### config.mk
export PLATFORM = sky130hd
export DESIGN_NAME = present_enc_core
export DESIGN_NICKNAME = d
export VERILOG_FILES = /design/src/rtl/present_enc_core.sv
export SDC_FILE = /design/constraint.sdc
export NUM_CORES = 1
export LEC_CHECK = 0
export ABC_AREA = 1
export BUFFER_PORTS_ARGS = -buffer_cell sky130_fd_sc_hd__buf_4
export CORE_MARGIN = 2
export CORE_UTILIZATION = 49
export DETAILED_ROUTE_END_ITERATION = 8
export GPL_TIMING_DRIVEN = 0
export PLACE_DENSITY = 0.72
export SYNTH_ARGS = -nofsm -noshare
export SYNTH_HDL_FRONTEND = slang
export SYNTH_SLANG_ARGS = --single-unit
### constraint.sdc
create_clock -name clk -period 5 [get_ports clk]
set_clock_uncertainty 0.05 [all_clocks]
set_input_delay 0.5 -clock clk [delete_from_list [all_inputs] [get_ports clk]]
set_output_delay 0.5 -clock clk [all_outputs]
set_load 0.01 [all_outputs]
### src/rtl/present_enc_core.sv
// PRESENT-80 block cipher, iterative: one round per clock, 31 rounds, then
// final key whitening. A valid/ready handshake sits on each side.
module present_enc_core (
  input  logic        clk,
  input  logic        rst,
  input  logic        in_valid,
  output logic        in_ready,
  input  logic [63:0] plaintext,
  input  logic [79:0] key,
  output logic        out_valid,
  input  logic        out_ready,
  output logic [63:0] ciphertext
);

  typedef enum logic [1:0] {IDLE, RUN, DONE} fsm_e;

  fsm_e        fsm_q, fsm_d;
  logic [63:0] state_q, state_d;
  logic [79:0] key_q, key_d;
  logic [4:0]  round_q, round_d;

  logic [63:0] round_out;
  logic [79:0] key_rot;
  logic [79:0] key_next;

  function automatic logic [3:0] sbox(input logic [3:0] x);
    logic [3:0] y;
    case (x)
      4'h0: y = 4'hC;  4'h1: y = 4'h5;  4'h2: y = 4'h6;  4'h3: y = 4'hB;
      4'h4: y = 4'h9;  4'h5: y = 4'h0;  4'h6: y = 4'hA;  4'h7: y = 4'hD;
      4'h8: y = 4'h3;  4'h9: y = 4'hE;  4'hA: y = 4'hF;  4'hB: y = 4'h8;
      4'hC: y = 4'h4;  4'hD: y = 4'h7;  4'hE: y = 4'h1;  default: y = 4'h2;
    endcase
    return y;
  endfunction

  function automatic logic [63:0] sub_nibbles(input logic [63:0] x);
    logic [63:0] y;
    for (int i = 0; i < 16; i++) y[4*i +: 4] = sbox(x[4*i +: 4]);
    return y;
  endfunction

  // Bit i lands at (16*i) mod 63; bit 63 is a fixed point.
  function automatic logic [63:0] p_layer(input logic [63:0] x);
    logic [63:0] y;
    y[63] = x[63];
    for (int i = 0; i < 63; i++) y[(16*i) % 63] = x[i];
    return y;
  endfunction

  assign round_out = p_layer(sub_nibbles(state_q ^ key_q[79:16]));
  assign key_rot   = {key_q[18:0], key_q[79:19]};
  assign key_next  = {sbox(key_rot[79:76]), key_rot[75:20],
                      key_rot[19:15] ^ round_q, key_rot[14:0]};

  always_comb begin
    // NOTE: every next-state signal gets its hold value first, so no path
    // through the case leaves one unassigned and infers a latch.
    fsm_d   = fsm_q;
    state_d = state_q;
    key_d   = key_q;
    round_d = round_q;
    case (fsm_q)
      IDLE: begin
        if (in_valid) begin
          fsm_d   = RUN;
          state_d = plaintext;
          key_d   = key;
          round_d = 5'd1;
        end
      end
      RUN: begin
        state_d = round_out;
        key_d   = key_next;
        // The counter parks at 31 rather than wrapping to 0.
        if (round_q == 5'd31) fsm_d = DONE;
        else                  round_d = round_q + 5'd1;
      end
      DONE: begin
        if (out_ready) fsm_d = IDLE;
      end
      default: fsm_d = IDLE;
    endcase
  end

  // NOTE: sequential state uses non-blocking assignments so every register
  // samples the values from before the edge, whatever the statement order.
  always_ff @(posedge clk or posedge rst) begin
    if (rst) begin
      fsm_q   <= IDLE;
      state_q <= 64'h0;
      key_q   <= 80'h0;
      round_q <= 5'd0;
    end else begin
      fsm_q   <= fsm_d;
      state_q <= state_d;
      key_q   <= key_d;
      round_q <= round_d;
    end
  end

  assign in_ready   = (fsm_q == IDLE);
  assign out_valid  = (fsm_q == DONE);
  assign ciphertext = state_q ^ key_q[79:16];

endmodule

[Yosys cells after proc, flatten, opt, wreduce, memory -nomap -nowiden]
Memory sizes are Yosys's and may differ from the RTL's.
Index checks and enable logic that the tools add are counted.
Word-level totals
  register bits: 151
  memory bits (read-only): 1088
  bits of input ports: 148
  output and inout bits: 66
  word-level logic and storage cells: 47
  memories: 17
Memory list
  (no name shown): words 16, width 4, read ports 1, clocked after Yosys merged registers in 0, wr ports 0, line 28  | case (x)
  (no name shown): words 16, width 4, read ports 1, clocked after Yosys merged registers in 0, wr ports 0, line 28
  (no name shown): words 16, width 4, read ports 1, clocked after Yosys merged registers in 0, wr ports 0, line 28
  (no name shown): words 16, width 4, read ports 1, clocked after Yosys merged registers in 0, wr ports 0, line 28
  (no name shown): words 16, width 4, read ports 1, clocked after Yosys merged registers in 0, wr ports 0, line 28
  (no name shown): words 16, width 4, read ports 1, clocked after Yosys merged registers in 0, wr ports 0, line 28
  11 more memories
Operators by class
  $add $sub $neg: 1
  equality and inequality tests: 7
  muxes and demuxes: 11
  bitwise gates (word level): 2
  reduce and logical (&&, ||, !) cells: 5
Operators with widths (number)
  80-bit one-hot mux with 2 select lines: 1
  64-bit one-hot mux with 2 select lines: 1
  80-bit two-way mux: 1
  64-bit two-way mux: 1
  64-bit bitwise XOR: 1
  5-bit two-way mux: 2
  5-bit one-hot mux with 2 select lines: 1
  2-bit two-way mux: 3
  2-bit inequality test (second input constant): 3
  2-bit one-hot mux with 3 select lines: 1
  3-bit AND reduction: 2
  5-bit by 1-bit adder with 5-bit output (second input constant): 1
  5-bit equality test (second input constant): 1
  5-bit bitwise XOR: 1
  2-bit by 1-bit equality test with 1-bit output (second input constant): 1
  2-bit equality test (second input constant): 1
  2-bit logical NOT: 1
  2-bit by 1-bit inequality test with 1-bit output (second input constant): 1
  2-bit AND reduction: 1
  2-bit nonzero test: 1

[Logic depth before layout (Yosys ltp)]
Gate-level depths: netlist of the first run.
  word-level depth: 3
  depth in mapped cells: 12
  gate-level depth less buffers: 12

[Least setup slack after synthesis of the first run]
OpenSTA, ideal clock, no wires.
  path type: register to register
  start: register round_q[0]
  end: register round_q[3]
  library setup time: 0.088 ns
  arrival time: 1.447 ns
  required time: 4.862 ns
  path slack: 3.415 ns
  stages on the path, launching flop included: 9
  clock period less this slack: 1.585 ns
  path through: dfrtp_1 ha_1 nand2_1 nor2_1 ha_1 nor2_1 nor2_2 o21ai_1 nor3b_1
On the way
  word-level cells in the longest chain between the ends: 3
  elaborated cells between the ends (all ways): 6
  classes of those cells: add/sub (1); eq/ne (2); mux (2); reduce/logical (1)
Ends and longest elaborated chain
  start: declaration: line 20  | logic [4:0] round_q, round_d;
  start signal: assignment: line 98  | round_q <= round_d;
  5-bit by 1-bit adder with 5-bit output or 5-bit equality test (tied branches): line 77, 76
  5-bit two-way mux or 2-bit inequality test (tied branches)
  5-bit one-hot mux with 2 select lines or 3-bit AND reduction (tied branches)
Several ways; a longest one is shown, not always the timed one. The select of a mux whose other input is x is not followed.
A chain may end at the register's enable or synchronous reset.

[Worst setup path in the final report of the first run]
  start: register fsm_q[0]
  end: output out_valid
On the way
  word-level cells in the longest chain between the ends: 1
Ends and longest elaborated chain
  start: declaration: line 17  | fsm_e fsm_q, fsm_d;
  start signal: assignment: line 95  | fsm_q <= fsm_d;
  2-bit equality test: line 103  | assign out_valid = (fsm_q == DONE);
  end: declaration: line 10  | output logic out_valid,
No other way between the ends.

==> results of run 1 <==
[layout make-up]
class	count	area [sq um]
Fill cell	2316	9176
Multi-Input combinational cell	1427	6561
Sequential cell	151	3779
Timing Repair Buffer	214	1627
Inverter	244	920.9
Clock buffer	22	474.2
Tap cell	319	399.1
Buffer	65	364.1
Clock inverter	8	98.84
Antenna cell	1	2.502
[layer usage]
layer  vias to the layer above  wire length [um]  GRT usage [%]  share of wire (%)
li1                       6341                 -              -                  -
met1                      6005             18140          48.14                 40
met2                       694             19980          57.31                 44
met3                       124              4724          8.130                 10
met4                         0              2256          16.90                5.0
met5                         -                 0              0                  0
[synthesized netlist by cell type (all sizes together) (3+ instances only)]
cell / instances
a21boi: 5
a21oi: 21
buf: 53
clkbuf: 12
dfrtp: 151
ha: 55
inv: 244
nand2: 869
nand3: 145
nor2: 145
o211ai: 75
o21ai: 94
o221ai: 5
xnor2: 3
xor2: 3
[flip-flops by register name, summed over array words and instances (netlist names)]
name	count
fsm_q	2
key_q	80
round_q	5
state_q	64
[cells in the final DEF (no fill, tap or decap), drive strengths merged]
master / synthesis / layout
clkbuf: 12 / 34
o21ai: 94 / 94
o211ai: 75 / 75
diode: 0 / 1
o221ai: 5 / 5
ha: 55 / 55
clkinvlp: 0 / 2
a21boi: 5 / 5
buf: 53 / 267
o31ai: 1 / 1
clkinv: 0 / 4
bufinv: 0 / 2
nor3b: 1 / 1
a22oi: 1 / 1
nand2: 869 / 869
xor2: 3 / 3
a21oi: 21 / 21
a22o: 1 / 1
nor3: 1 / 1
dfrtp: 151 / 151
nor2: 145 / 145
xnor2: 3 / 3
or2: 1 / 1
inv: 244 / 244
o22ai: 1 / 1
nand3: 145 / 145
[through the flow]
stage / utilization, % / setup TNS, ps
global route: 60.78 / 0
finish: 60.79 / 0
detailed placement: 58.33 / 0
floorplan: - / 0
CTS: 60.78 / 0
global placement: 58.19 / -231330
[cells by family after synthesis]
logic type,count (synthesis),synth area share [%]
AOI/OAI and AO/OA,204,10.76
and+or+nand+nor,1162,39.33
DFF,151,32.52
buffers and inverters,309,11.02
adders and majority gates,55,5.922
xor gates and xnor gates,6,0.4523
[worst paths after layout]
| kind | endpoint | slack (ps) |
|---|---|---|
| min in group clk | fsm_q[1] | 190 |
| setup / recovery | out_valid | 2740 |
| hold reg to reg | state_q[17] | 450 |
| hold / removal | state_q[12] | 160 |
| setup reg to reg | state_q[54] | 2780 |
| max in group asynchronous | fsm_q[1] | 3900 |
[worst register-to-register path, stage by stage, from the launching register on]
cell      delay, ps
dfrtp_1         370
buf_6           160
nand2_4         210
clkbuf_1        860
a21oi_1          90
nand2_1         260
nand2_1          90
nand2_1          60
==> metrics.txt, run 1 <==
status=finished clean; setup violators final=0; Post-Layout Inst Area=0.01423 sq mm; Remaining DRCs=0; share of cells above drive strength 1=14.36%; DP Area=0.01365 sq mm; Mapped Cells=1887; post-synth top area cell=dfrtp_1; Worst setup SP type=flip-flop; RSZ-0062 raised after global routing=no; post-synthesis sequential area ratio=32.52%; Levels on crit path=4; final std cells w/o fill=2451; Die Y-Extent=158.0 um; arrival time at the worst endpoint=roughly 1700 ps; Boundary Pins=214; max_cap viols=0; reg2reg start=fsm_q[0]; port bufs=213; Resize count post-CTS=0; number of global-route vias before repair=11690; core area=0.02340 sq mm; pre-CTS setup slack=~2900 ps; Pre-antenna DRT Iters=6; CTS Buf Count=17; Achievable Freq=0.4433 GHz; crit-path cells=buf_6, clkbuf_1, nor2_1, buf_4; Routability Congestion=a little under 1; CTS tree=done; CTS clk-pin slew, worst paths=60 ps; initial antenna violation count=1; later-pin clock latency in the skew report=around 450 ps; path type of the worst setup path=reg -> out; largest net degree at the start of global routing=88; final hold violation count=0; gr usage total=36.53%; Post-synth EDFFs=0; post-CTS setup buffers=0; final hold slack=159.4 ps; Wirelength per Cell=18.40 um; placed cells=2420; CTS H-tree lvls=4; Syn Area/Cell=6.158 sq um; Seq cells post-synth=151; max-slew violations=0; DP HPWL=around 35000 um; Post-synth top flop=dfrtp_1; Area contributors post-synth=dfrtp_1 33%, nand2_1 28%, inv_1 7.8%, nand3_1 6.2%, ha_1 5.9%; Synth warnings=0; Max Fanout on Critical Path=10; CTS root buf=clkbuf_16; syn_nets=2090; required time of the critical path=4450 ps; DRT iter0 DRCs=about 1400; Worst Setup SP=fsm_q[0]; Setup WS post-layout=between 2000 and 3000 ps; routed vias=13160; worst slew pin tran=around 1100 ps; CP Capture Type=primary output; vias per cell=5.371; cts hold-fix bufs=0; nets=2323; synthesized cell area=0.01162 sq mm; Min Clock Period, post-route=approximately 2300 ps; grt total ovfl=0; Reg2Reg Depth=7; slowest cell delay on critical path=450 ps; Die W=158.0 um; area fraction of the dominant cell type after synthesis=approximately a third; critical path's top delay family=buffers and inverters; Starting Density=roughly half; period utilization=about 45%; Syn-to-layout area delta=22.43%; slew margin rel.=26.40%; Slowest-stage cell, CP=clkbuf_1; Hold Path Class=in -> async; first-pass GRT wire length=66650 um; Die ar.=0.02496 sq mm; CTS max path bufs=2; Routed Antenna Nets=0; post-synth cell types=31; Async SR Flop Fraction=100.0%; Clock Sinks=151; crit path buf inv count=3; final wirelength=between 40000 and 50000 um; row cnt=56
Power of run 1 is not shown: default switching activity piles up to over one toggle a cycle in this logic, so the estimate is an artifact.
==> run 2: changes to the inputs <==
==> constraint.sdc (replaced) <==
create_clock -name clk -period 2.22 [get_ports clk]
set_clock_uncertainty 0.05 [all_clocks]
set_input_delay 0.222 -clock clk [delete_from_list [all_inputs] [get_ports clk]]
set_output_delay 0.222 -clock clk [all_outputs]
set_load 0.01 [all_outputs]
==> run 2 against run 1 <==
Effect of this change: critical path depth grew 1; global-route usage grew 0.84 points; first-iteration DRC count shrank 1.9%; critical endpoint is now key_q[77]; highest routed layer is now met5.
==> metrics.txt, run 2 (synthesis gave the netlist of run 1 again) <==
critical path's top delay family=buffers and inverters; slew margin rel.=35.56%; Hold Path Class=in -> reg; reg2reg start=fsm_q[0]; Max Fanout on Critical Path=10; most common cell after layout, fill and taps aside=nand2_1; Starting Density=49.65%; nets=2327; pre-CTS setup slack=101.1 ps; Largest Register=key_q; CTS root buf=clkbuf_16; required time of the critical path=between 2000 and 3000 ps; CTS max path bufs=2; Die Y-Extent=158.0 um; vias per cell=5.441; Min Clock Period, post-route=2217 ps; number of global-route vias before repair=12000; Worst R2R Setup Slack=3 ps; slowest cell delay on critical path=760 ps; DRT iter0 DRCs=roughly 1400; max_cap viols=0; most frequent cells in the layout=867 x nand2_1, 239 x inv_1, 224 x buf_4; CTS clk-pin slew, worst paths=70 ps; hold path cells=3; Ant. Diodes=0; period utilization=99.86%; final std cells w/o fill=between 2000 and 2500; worst slew pin tran=966.6 ps; final hold violation count=0; setup TNS=0 ps; Die W=~160 um; biggest registers after layout=key_q (80), state_q (64), round_q (5); Reg2Reg Depth=5; CTS Buf Count=17; Achievable Freq=0.4511 GHz; Routed Antenna Nets=0; grt total ovfl=0; largest net degree at the start of global routing=between 40 and 50; end of the critical path=key_q[77]; Levels on crit path=5; core area=0.02340 sq mm; Setup WS post-layout=3.014 ps; Wirelength per Cell=18.81 um; Routability Congestion=about 0.96; RSZ-0062 raised after global routing=no; setup violators final=0; arrival time at the worst endpoint=2500 ps; Die ar.=0.02496 sq mm; crit-path cells=buf_6, nand2_4, clkbuf_1, o21ai_0, a22oi_1; CTS tree=done; Worst Setup SP=fsm_q[0]; row cnt=56; CTS H-tree lvls=4; Pre-antenna DRT Iters=8; Clock Sinks=151; utilization after layout=61.28%; status=finished clean; post-CTS setup buffers=0; CP Capture Type=flip-flop; DP HPWL=35680 um; initial antenna violation count=1; final wirelength=46200 um; port bufs=~210; Worst setup SP type=flip-flop; later-pin clock latency in the skew report=440 ps; Remaining DRCs=0; crit path buf inv count=2; placed cells=2422; share of cells above drive strength 1=~15%; first-pass GRT wire length=68450 um; reg-to-reg endpoint=key_q[77]; Largest register FFs=80; Syn-to-layout area delta=23.41%; max-slew violations=0; gr usage total=a little under two fifths; Slowest-stage cell, CP=clkbuf_1; routed vias=13360; path type of the worst setup path=reg -> reg; Boundary Pins=about 210
## run 2: changes by cell type in the layout (fill, tap and decap cells not counted), moves of 2 or more
cell,delta
clkbuf_1,-2
dlygate4sd3_1,+2
buf_12,+3
clkbuf_8,-2
clkinv_2,-2
inv_6,+3
clkinvlp_4,+2
bufinv_16,+2
## run 2: how the worst min path moves through the flow
| stage | slack (ps) | startpoint | to |
|---|---|---|---|
| after floorplan | 270 | out_ready | fsm_q[1] |
| after global placement | 360 | out_ready | fsm_q[1] |
| after detailed placement | 350 | rst | state_q[13] |
| after CTS | 9 | key[11] | key_q[11] |
| after global routing | 10 | key[49] | key_q[49] |
| final | 6 | key[11] | key_q[11] |
## run 2: worst register-to-register path, delay by kind of cell, from the launching register on
kind,cells,cell delay (ps)
compound gates,2,560
flops,1,370
simple gates,1,200
buf+inv,2,920
## run 2: metrics by stage
step,area (sq um),hold WS [ps]
floorplan,11620,267.7
global placement,13620,356.8
detailed placement,13680,354.6
CTS,14340,8.523
global route,14340,13.15
finish,14340,5.932
## run 2: final cells by class
class,instances,area (sq um)
Buffer,65,367.9
Multi-Input combinational cell,1427,6561
Sequential cell,151,3779
Clock inverter,13,191.4
Fill cell,2346,9062
Inverter,244,919.6
Tap cell,319,399.1
Clock buffer,19,442.9
Timing Repair Buffer,218,1679
## run 2: repair_timing
| action | 4_1_cts | 5_1_grt |
|---|---|---|
| endpoints found under the setup margin | 0 | 4 |
| hold buffers | 2 | 0 |
| hold endpoints to repair | 31 | 0 |
| resized for setup | 0 | 4 |
## run 2: metal layers
layer / global-route usage, % / vias to the layer above / part of all wire, %
met5: 0 / - / 0.028
met4: 20.42 / 2 / 6.1
met3: 7.364 / 130 / 10
met1: 49.73 / 6131 / 40
li1: - / 6354 / -
met2: 57.29 / 746 / 44
Power of run 2 is left out for the same reason.
